`config.mk`:
```
export PLATFORM = sky130hd
export DESIGN_NAME = cla_pipe_adder
export DESIGN_NICKNAME = d
export VERILOG_FILES = /design/src/rtl/cla_pipe_adder_pkg.sv /design/src/rtl/cla_pipe_adder_cla4_group.sv /design/src/rtl/cla_pipe_adder.sv
export SDC_FILE = /design/constraint.sdc
export NUM_CORES = 1
export LEC_CHECK = 0
export ABC_AREA = 1
export ABC_CLOCK_PERIOD_IN_PS = 2850
export CAP_MARGIN = 15
export CORE_AREA = 3 3 88 90
export DETAILED_ROUTE_END_ITERATION = 16
export DIE_AREA = 0 0 91 93
export PLACE_DENSITY = 0.83
export SYNTH_ARGS = -nofsm -noshare
export SYNTH_HDL_FRONTEND = slang
export SYNTH_SLANG_ARGS = --single-unit
export TNS_END_PERCENT = 30
```
`constraint.sdc`:
```
create_clock -name clk -period 2.85 [get_ports clk]
set_input_delay 0.57 -clock clk [delete_from_list [all_inputs] [get_ports clk]]
set_output_delay 0.57 -clock clk [all_outputs]
set_load 0.03 [all_outputs]
```
`src/rtl/cla_pipe_adder_pkg.sv`:
```
// ---------------------------------------------------------------------------
// cla_pipe_adder_pkg
//   Shared definitions for the pipelined carry-lookahead adder/subtractor:
//   the CLA group width, the stage-count helper and the packed flag record
//   that the last pipeline stage registers next to the result.
// ---------------------------------------------------------------------------
package cla_pipe_adder_pkg;

    // Bits resolved by one carry-lookahead group.
    localparam int CLA_GRP_W = 4;

    // Result flags, registered together in the final stage.
    typedef struct packed {
        logic zero;
        logic ovf;
        logic cout;
    } cla_flags_t;

    // Number of pipeline stages for a given width and groups-per-stage.
    function automatic int cla_stages(input int width, input int gps);
        return width / (CLA_GRP_W * gps);
    endfunction

endpackage

```
`src/rtl/cla_pipe_adder_cla4_group.sv`:
```
// ---------------------------------------------------------------------------
// cla4_group
//   Purely combinational 4-bit carry-lookahead adder group.
//   Ports:
//     a, b   in   4   operand bits of this group
//     cin    in   1   carry into bit 0 of the group
//     s      out  4   sum bits
//     cout   out  1   carry out of bit 3
//     p_grp  out  1   group propagate (all four bits propagate)
//     g_grp  out  1   group generate (group produces a carry on its own)
//   The group P/G pair lets the enclosing stage chain several groups with
//   lookahead instead of rippling through every bit.
// ---------------------------------------------------------------------------
module cla4_group
    import cla_pipe_adder_pkg::*;
(
    input  logic [CLA_GRP_W-1:0] a,
    input  logic [CLA_GRP_W-1:0] b,
    input  logic                 cin,
    output logic [CLA_GRP_W-1:0] s,
    output logic                 cout,
    output logic                 p_grp,
    output logic                 g_grp
);

    logic [CLA_GRP_W-1:0] gen;
    logic [CLA_GRP_W-1:0] prop;
    logic [CLA_GRP_W-1:0] carry;

    assign gen  = a & b;
    assign prop = a ^ b;

    // Every internal carry is a flat two-level expression of the bit
    // generate/propagate terms, so no carry depends on a lower carry.
    assign carry[0] = cin;
    assign carry[1] = gen[0] | (prop[0] & cin);
    assign carry[2] = gen[1] | (prop[1] & gen[0]) | (prop[1] & prop[0] & cin);
    assign carry[3] = gen[2] | (prop[2] & gen[1]) | (prop[2] & prop[1] & gen[0])
                    | (prop[2] & prop[1] & prop[0] & cin);

    assign p_grp = &prop;
    assign g_grp = gen[3] | (prop[3] & gen[2]) | (prop[3] & prop[2] & gen[1])
                 | (prop[3] & prop[2] & prop[1] & gen[0]);

    assign s    = prop ^ carry;
    assign cout = g_grp | (p_grp & cin);

endmodule

```
`src/rtl/cla_pipe_adder.sv`:
```
// ---------------------------------------------------------------------------
// cla_pipe_adder
//   Pipelined carry-lookahead adder/subtractor. The operands are cut into
//   slices of 4*GPS bits; stage k resolves slice k with the carry handed over
//   by stage k-1 and registers the growing result, the carry out of the slice
//   and the still-unresolved upper operand bits. The whole pipe advances as
//   one unit under a valid/ready handshake, giving one result per cycle.
//   Parameters:
//     WIDTH  operand/result width, a multiple of 4*GPS
//     GPS    4-bit CLA groups resolved per stage (STAGES = WIDTH/(4*GPS))
//   Ports:
//     clk        in   1      clock, rising edge
//     rst        in   1      synchronous active-high reset
//     in_valid   in   1      operands valid
//     in_ready   out  1      operands accepted this cycle
//     a, b       in   WIDTH  operands
//     cin        in   1      carry-in, add mode only
//     sub        in   1      1 selects a - b
//     out_valid  out  1      result valid
//     out_ready  in   1      consumer takes the result
//     y          out  WIDTH  sum/difference modulo 2^WIDTH
//     cout       out  1      carry out of the MSB (sub: 1 means no borrow)
//     ovf        out  1      two's-complement overflow
//     zero       out  1      y == 0
// ---------------------------------------------------------------------------
module cla_pipe_adder
    import cla_pipe_adder_pkg::*;
#(
    parameter int WIDTH = 16,
    parameter int GPS   = 1
)
(
    input  logic             clk,
    input  logic             rst,
    input  logic             in_valid,
    output logic             in_ready,
    input  logic [WIDTH-1:0] a,
    input  logic [WIDTH-1:0] b,
    input  logic             cin,
    input  logic             sub,
    output logic             out_valid,
    input  logic             out_ready,
    output logic [WIDTH-1:0] y,
    output logic             cout,
    output logic             ovf,
    output logic             zero
);

    localparam int SW     = CLA_GRP_W * GPS;
    localparam int STAGES = cla_stages(WIDTH, GPS);

    if ((WIDTH % SW) != 0 || WIDTH < CLA_GRP_W) begin : g_param_check
        $error("cla_pipe_adder: WIDTH must be >= 4 and a multiple of 4*GPS");
    end

    logic             adv;
    logic [WIDTH-1:0] bx;
    logic             c0;

    // The pipe only moves when the output slot is empty or being drained,
    // so a stalled consumer freezes every stage at once (no bubble collapse).
    assign adv      = !out_valid || out_ready;
    assign in_ready = adv;

    // Subtraction is a + ~b + 1; the carry-in port is ignored in that mode.
    assign bx = sub ? ~b : b;
    assign c0 = sub ? 1'b1 : cin;

    for (genvar k = 0; k < STAGES; k++) begin : g_stage
        localparam int RES_W = SW * (k + 1);
        localparam int REM_W = WIDTH - SW * (k + 1);

        logic [SW-1:0]    op_a;
        logic [SW-1:0]    op_b;
        logic [SW-1:0]    s;
        logic             c_in;
        logic             v_in;
        logic [RES_W-1:0] y_in;
        logic [GPS:0]     c;
        logic [GPS-1:0]   grp_p;
        logic [GPS-1:0]   grp_g;
        logic [GPS-1:0]   grp_co;
        logic             v_r;
        logic [RES_W-1:0] y_r;

        // Stage 0 works straight off the conditioned inputs; later stages
        // take the lowest unresolved slice from the previous skew registers
        // and append their sum bits above the already-finished low bits.
        if (k == 0) begin : g_src
            assign op_a = a[SW-1:0];
            assign op_b = bx[SW-1:0];
            assign c_in = c0;
            assign v_in = in_valid;
            assign y_in = s;
        end else begin : g_src
            assign op_a = g_stage[k-1].g_fwd.a_r[SW-1:0];
            assign op_b = g_stage[k-1].g_fwd.bx_r[SW-1:0];
            assign c_in = g_stage[k-1].g_fwd.c_r;
            assign v_in = g_stage[k-1].v_r;
            assign y_in = {s, g_stage[k-1].y_r};
        end

        // Groups inside a stage chain through their P/G pair, so the carry
        // into each group is one AND-OR away from the previous one.
        assign c[0] = c_in;
        for (genvar gi = 0; gi < GPS; gi++) begin : g_grp
            cla4_group u_grp (
                .a     (op_a[CLA_GRP_W*gi +: CLA_GRP_W]),
                .b     (op_b[CLA_GRP_W*gi +: CLA_GRP_W]),
                .cin   (c[gi]),
                .s     (s[CLA_GRP_W*gi +: CLA_GRP_W]),
                .cout  (grp_co[gi]),
                .p_grp (grp_p[gi]),
                .g_grp (grp_g[gi])
            );
            assign c[gi+1] = grp_g[gi] | (grp_p[gi] & c[gi]);
        end

        // The lookahead carries and the groups' own carry-outs are two
        // routes to the same value; any difference is a broken group.
        always_comb begin
            assert (grp_co == c[GPS:1]);
        end

        // Valid and the finished low bits of the result travel together.
        always_ff @(posedge clk) begin
            if (rst) begin
                v_r <= 1'b0;
                y_r <= '0;
            end else if (adv) begin
                v_r <= v_in;
                y_r <= y_in;
            end
        end

        if (k < STAGES - 1) begin : g_fwd
            logic [REM_W-1:0] a_r;
            logic [REM_W-1:0] bx_r;
            logic [REM_W-1:0] a_in;
            logic [REM_W-1:0] bx_in;
            logic             c_r;

            if (k == 0) begin : g_hi
                assign a_in  = a[WIDTH-1:SW];
                assign bx_in = bx[WIDTH-1:SW];
            end else begin : g_hi
                assign a_in  = g_stage[k-1].g_fwd.a_r[REM_W+SW-1:SW];
                assign bx_in = g_stage[k-1].g_fwd.bx_r[REM_W+SW-1:SW];
            end

            // Skew registers: only the operand bits no stage has used yet.
            // Their content is irrelevant while the stage holds a bubble.
            always_ff @(posedge clk) begin
                if (adv) begin
                    a_r  <= a_in;
                    bx_r <= bx_in;
                end
            end

            // Carry handed to the next stage.
            always_ff @(posedge clk) begin
                if (rst) begin
                    c_r <= 1'b0;
                end else if (adv) begin
                    c_r <= c[GPS];
                end
            end
        end else begin : g_last
            cla_flags_t flags_r;
            logic       c_msb;

            // The sum bit is a ^ b ^ carry_in, so the carry into the MSB
            // falls out of the top operand bits and the top sum bit.
            assign c_msb = op_a[SW-1] ^ op_b[SW-1] ^ s[SW-1];

            // Flags are formed from the complete result and registered in
            // the same cycle as the last slice of y.
            always_ff @(posedge clk) begin
                if (rst) begin
                    flags_r <= '0;
                end else if (adv) begin
                    flags_r.cout <= c[GPS];
                    flags_r.ovf  <= c[GPS] ^ c_msb;
                    flags_r.zero <= (y_in == '0);
                end
            end
        end
    end

    assign out_valid = g_stage[STAGES-1].v_r;
    assign y         = g_stage[STAGES-1].y_r;
    assign cout      = g_stage[STAGES-1].g_last.flags_r.cout;
    assign ovf       = g_stage[STAGES-1].g_last.flags_r.ovf;
    assign zero      = g_stage[STAGES-1].g_last.flags_r.zero;

endmodule

```
Word level (Yosys, flattened, before mapping). Index checks and enable logic that the tools add are counted.

Mux-type cells: 2. Reductions and logical operators: 7. Bitwise operators: 116.

Operators with widths (number): $and A1 B1 Y1 (60); $or A1 B1 Y1 (40); $xor A4 B4 Y4 (8); $and A4 B4 Y4 (4); $logic_not A16 Y1 (1); $mux W16 (1); $not A16 Y16 (1); $reduce_and A4 Y1 (4); $xor A1 B1 Y1 (3); $logic_not A1 Y1 (1); $logic_or A1 B1 Y1 (1); $mux W1 (1).

Output and inout bits: 21. Logic and storage cells: 145. Register bits after elaboration: 98.

Longest topological paths before layout.
Depth in word-level cells: 8. Mapped depth: 12. Gate-level depth less buffers: 11.

Cells and area by module. A second synthesis with hierarchy kept.

Cells, all modules: 451. Area, all modules: 4287.9 µm².

Modules (own cells, without submodules): cla_pipe_adder (seq. area each 2442.3 µm², area each 3442.1 µm², cells each 303, instances 1); cla4_group at g_stage[0].g_grp[0].u_grp ... (seq. area each 0.0 µm², area each 212.7 µm², cells each 37, instances 2); cla4_group at g_stage[2].g_grp[0].u_grp ... (seq. area each 0.0 µm², area each 210.2 µm², cells each 37, instances 2).

Worst setup path before layout. OpenSTA, ideal clock, no wires.

Kind: input to register. Start: input sub. End: register g_stage[0].y_r[3]. Cell stages on the path: 11. Data required time: 2.741 ns. Path slack: 1.031 ns. Data arrival time: 1.710 ns. Path through: buf_6 -> xnor2_1 -> inv_1 -> ha_1 -> nand2_1 -> o21ai_2 -> nand2_2 -> nand3_1 -> nand3_1 -> nand2_1 -> inv_1.

Word-level cells in the longest chain between the ends: 7.

Ends and longest elaborated chain: start, declared (line cla_pipe_adder.sv:40) `input logic sub,`; $mux W16 (line cla_pipe_adder.sv:66) `assign bx = sub ? ~b : b;`; $xor A4 B4 Y4 / $and A4 B4 Y4 (equally long branches) (line cla_pipe_adder_cla4_group.sv:31, cla_pipe_adder_cla4_group.sv:30); $and A1 B1 Y1, on equally long branches (line cla_pipe_adder_cla4_group.sv:38, cla_pipe_adder_cla4_group.sv:39); $or A1 B1 Y1, or another cell as far along (line cla_pipe_adder_cla4_group.sv:38) `assign carry[3] = gen[2] | (prop[2] & gen[1]) | (prop[2] & prop[1] & gen[0])`; $or A1 B1 Y1 / $and A1 B1 Y1 (equally long branches) (line cla_pipe_adder_cla4_group.sv:38, cla_pipe_adder_cla4_group.sv:39); $or A1 B1 Y1 (line cla_pipe_adder_cla4_group.sv:39) `| (prop[2] & prop[1] & prop[0] & cin);`; $xor A4 B4 Y4 (*) (line cla_pipe_adder_cla4_group.sv:45) `assign s = prop ^ carry;`; end signal, assigned (line cla_pipe_adder.sv:132) `y_r <= y_in;`; end, declared (line cla_pipe_adder.sv:84) `logic [RES_W-1:0] y_r;`.

Mark *: on every way between the ends. The rest lies on a longest branch, timed or not. A chain may end at the register's enable or synchronous reset.

Worst setup path after layout.
Start: input out_ready. End: output in_ready.

Word-level cells in the longest chain between the ends: 1.

Ends and longest elaborated chain: start, declared (line cla_pipe_adder.sv:42) `input logic out_ready,`; $logic_or A1 B1 Y1 (line cla_pipe_adder.sv:62) `assign adv = !out_valid || out_ready;`; end, declared (line cla_pipe_adder.sv:36) `output logic in_ready,`.

Every way passes these cells.

==> reports/metrics.csv <==
metric;value;unit
GR Overflow Total;0;
post_cts resized;0;
Syn Inst Count;389;
Post-CTS Hold Buffers;0;
final hold viol count;0;
Worst-Skew Late Latency;0.36;ns
Root Buffer;clkbuf_8;
setup tns final;0;ns
clk_skew;0.007140;ns
core area;0.007137;mm²
Critical Path RT;2.28;ns
Yosys reg bits;98;
Chip Height;93;µm
first-pass GRT wire length;10990;µm
First-pass DRT Iterations;4;
critical path class;in2out;
CTS clock-pin slew for the worst setup and hold paths;0.09;ns
worst-path fanout max;2;
P_sw;0.8181;mW
placed cells;533;
Min-Delay Path Class;reg2reg;
Synth area leader;edfxtp_1;
period utilization;0.8629;
# DRC;0;
Vias;2688;
top_reg_cell synth;dfxtp_1;
unrepaired setup endpoints after global routing;false;
DR iter-0 viols;99;
YS warnings;0;
vias in the first global route;2485;
Final ANT Viol Nets;0;
post-synthesis area per instance;10.46;µm²
GRT Util Overall;0.1634;
H-tree lvl count;3;
clock buffer depth;2;
area grow syn2layout;20.02;%
FF-to-FF path depth;10;
GR Util met2;0.2624;
sequential fraction of the synthesis area;0.6002;
largest vdd supply drop;0.0003871;V
Clk pwr share;0.257;
GPL Wtd Cong;0.7856;
P_leak;2.105;nW
top cells by area, synth;edfxtp_1 (35%), dfxtp_1 (25%), nor2_1 (6.1%), o21ai_0 (5.2%), ha_1 (4.9%);
diode count;0;
cell area after synthesis;0.004069;mm²
IO buf count;58;
total wire length;6440;µm
Setup Viol. Count Final;0;
FFs w/ async S/R, synth;0;
logic gate share of total power;0.182;
Yosys cell types;29;
Core Rows;31;
run status;finished clean;
Reg power frac;0.561;
Final Critical Period;2.459;ns
fmax;0.4066;GHz
Cell Int Power;2.234;mW
Worst Path Arrival;1.89;ns
gr busiest metal;met2;
Max Slew Vio Count;0;
share of post-route cells with drive strength above 1;0.06667;
CTS sink cnt;98;
CTS tree;done;
Pwr Density;625.1;mW/mm²
Rel. slew slack;0.5892;
postcts setup bufs;0;
Die X;91;µm
critical path capture point type;primary output;
Starting Density;0.5701;
crit start category;input port;
syn_nets;447;
Final HPWL DP;4449;µm
GR Util met3;0.03218;
Max Cap Viol;0;
I/O pins;59;
WL per Instance;11.73;µm
hold path cells;0;
initial antenna violation count;0;
M1 GR Usage;0.2089;
Vias per Instance;4.896;
Post-synth EDFFs;48;
Worst-Margin Slew;0.6153;ns
Sw Share;0.2680;
Num CTS Buffers;9;
final cell count without fillers;549;
largest net degree at the start of global routing;108;
Die ar.;0.008463;mm²
Synth top area share;0.3542;
final net count;503;
==> Yosys cell counts (5+ instances only) <==
| cell | n |
|---|---|
| inv_1 | 30 |
| xor2_1 | 19 |
| nor2_1 | 66 |
| edfxtp_1 | 48 |
| nand3_1 | 19 |
| ha_1 | 16 |
| dfxtp_1 | 50 |
| o21ai_0 | 42 |
| nand2_1 | 31 |
| buf_2 | 5 |
| a21oi_1 | 16 |
==> power by group through the flow <==
stage	Sequential (mW)	Clock (mW)	Combinational, mW
final	1.71	0.786	0.556
after global routing	1.73	0.863	0.628
after CTS	1.71	0.807	0.562
after detailed placement	1.74	0	0.557
after global placement	1.74	0	0.532
after floorplan	1.79	0	0.315
==> cell families after synthesis <==
logic type,count (synthesis),share of synthesized area
AOI/OAI and AO/OA,71,0.09256
xor gates and xnor gates,22,0.04736
adders and majority gates,20,0.06888
buffers and inverters,49,0.05566
DFF,98,0.6002
and+or+nand+nor,129,0.1353
==> final timing paths <==
| check | start | to | slack, ns |
|---|---|---|---|
| max | out_ready | in_ready | 0.39 |
| min | g_stage[0].g_fwd.bx_r[7]$_DFFE_PP_ | g_stage[1].g_fwd.bx_r[3]$_DFFE_PP_ | 0.42 |
| max reg2reg | g_stage[2].g_fwd.a_r[0]$_DFFE_PP_ | zero$_SDFFE_PP0P_ | 1.16 |
| min reg2reg | g_stage[0].g_fwd.bx_r[7]$_DFFE_PP_ | g_stage[1].g_fwd.bx_r[3]$_DFFE_PP_ | 0.42 |
==> registers in the layout, indices dropped and copies added (netlist names) <==
register            count
cout                    1
zero                    1
ovf                     1
g_stage.y_r            24
g_stage.g_fwd.a_r      24
g_stage.g_fwd.bx_r     24
y                      16
g_stage.v_r             3
g_stage.g_fwd.c_r       3
out_valid               1
==> placed cells by master, fill, tap and decap left out, drive strengths merged <==
master / n
buf: 4
xnor2: 3
or2: 2
ha: 16
edfxtp: 48
o21bai: 4
clkdlybuf4s50: 58
a31oi: 3
clkinv: 2
nand2: 33
inv: 33
a21oi: 17
nor2: 70
clkinvlp: 1
and2: 2
o21ai: 47
clkbuf: 12
xor2: 19
fa: 4
nand4: 3
dfxtp: 50
nand3: 19
==> area by class of cell <==
cell class | count | area (µm²)
Sequential cell | 98 | 2442
Fill cell | 565 | 2253
Multi-Input combinational cell | 242 | 1400
Timing Repair Buffer | 62 | 623.1
Clock buffer | 12 | 145.1
Tap cell | 99 | 123.9
Inverter | 32 | 121.4
Clock inverter | 4 | 27.53
==> per-layer routing <==
metal / wire length, µm / up-vias
li1: - / 1406
met1: 2976 / 1209
met2: 3023 / 59
met3: 297 / 14
met4: 143 / 0
met5: 0 / -
==> critical path, cell delays in order <==
cell	delay, ns
clkdlybuf4s50_1	0.51
nor2_4	0.06
clkinv_2	0.06
clkdlybuf4s50_1	0.69
==> through the flow <==
step / util / hold WS [ns] / setup WS, ns / cell area, µm² / power, mW
5_1_grt: 0.6843 / 0.4413 / 0.3240 / 4883 / 3.224
3_3_place_gp: 0.6601 / 0.4010 / 0.3447 / 4711 / 2.269
3_5_place_dp: 0.6601 / 0.4045 / 0.3594 / 4711 / 2.301
4_1_cts: 0.6843 / 0.4180 / 0.3481 / 4883 / 3.081
6_report: 0.6843 / 0.4208 / 0.3909 / 4883 / 3.053
2_1_floorplan: - / 0.4003 / 1.031 / 4069 / 2.101
Note: power is estimated with default switching activity, not from simulation.
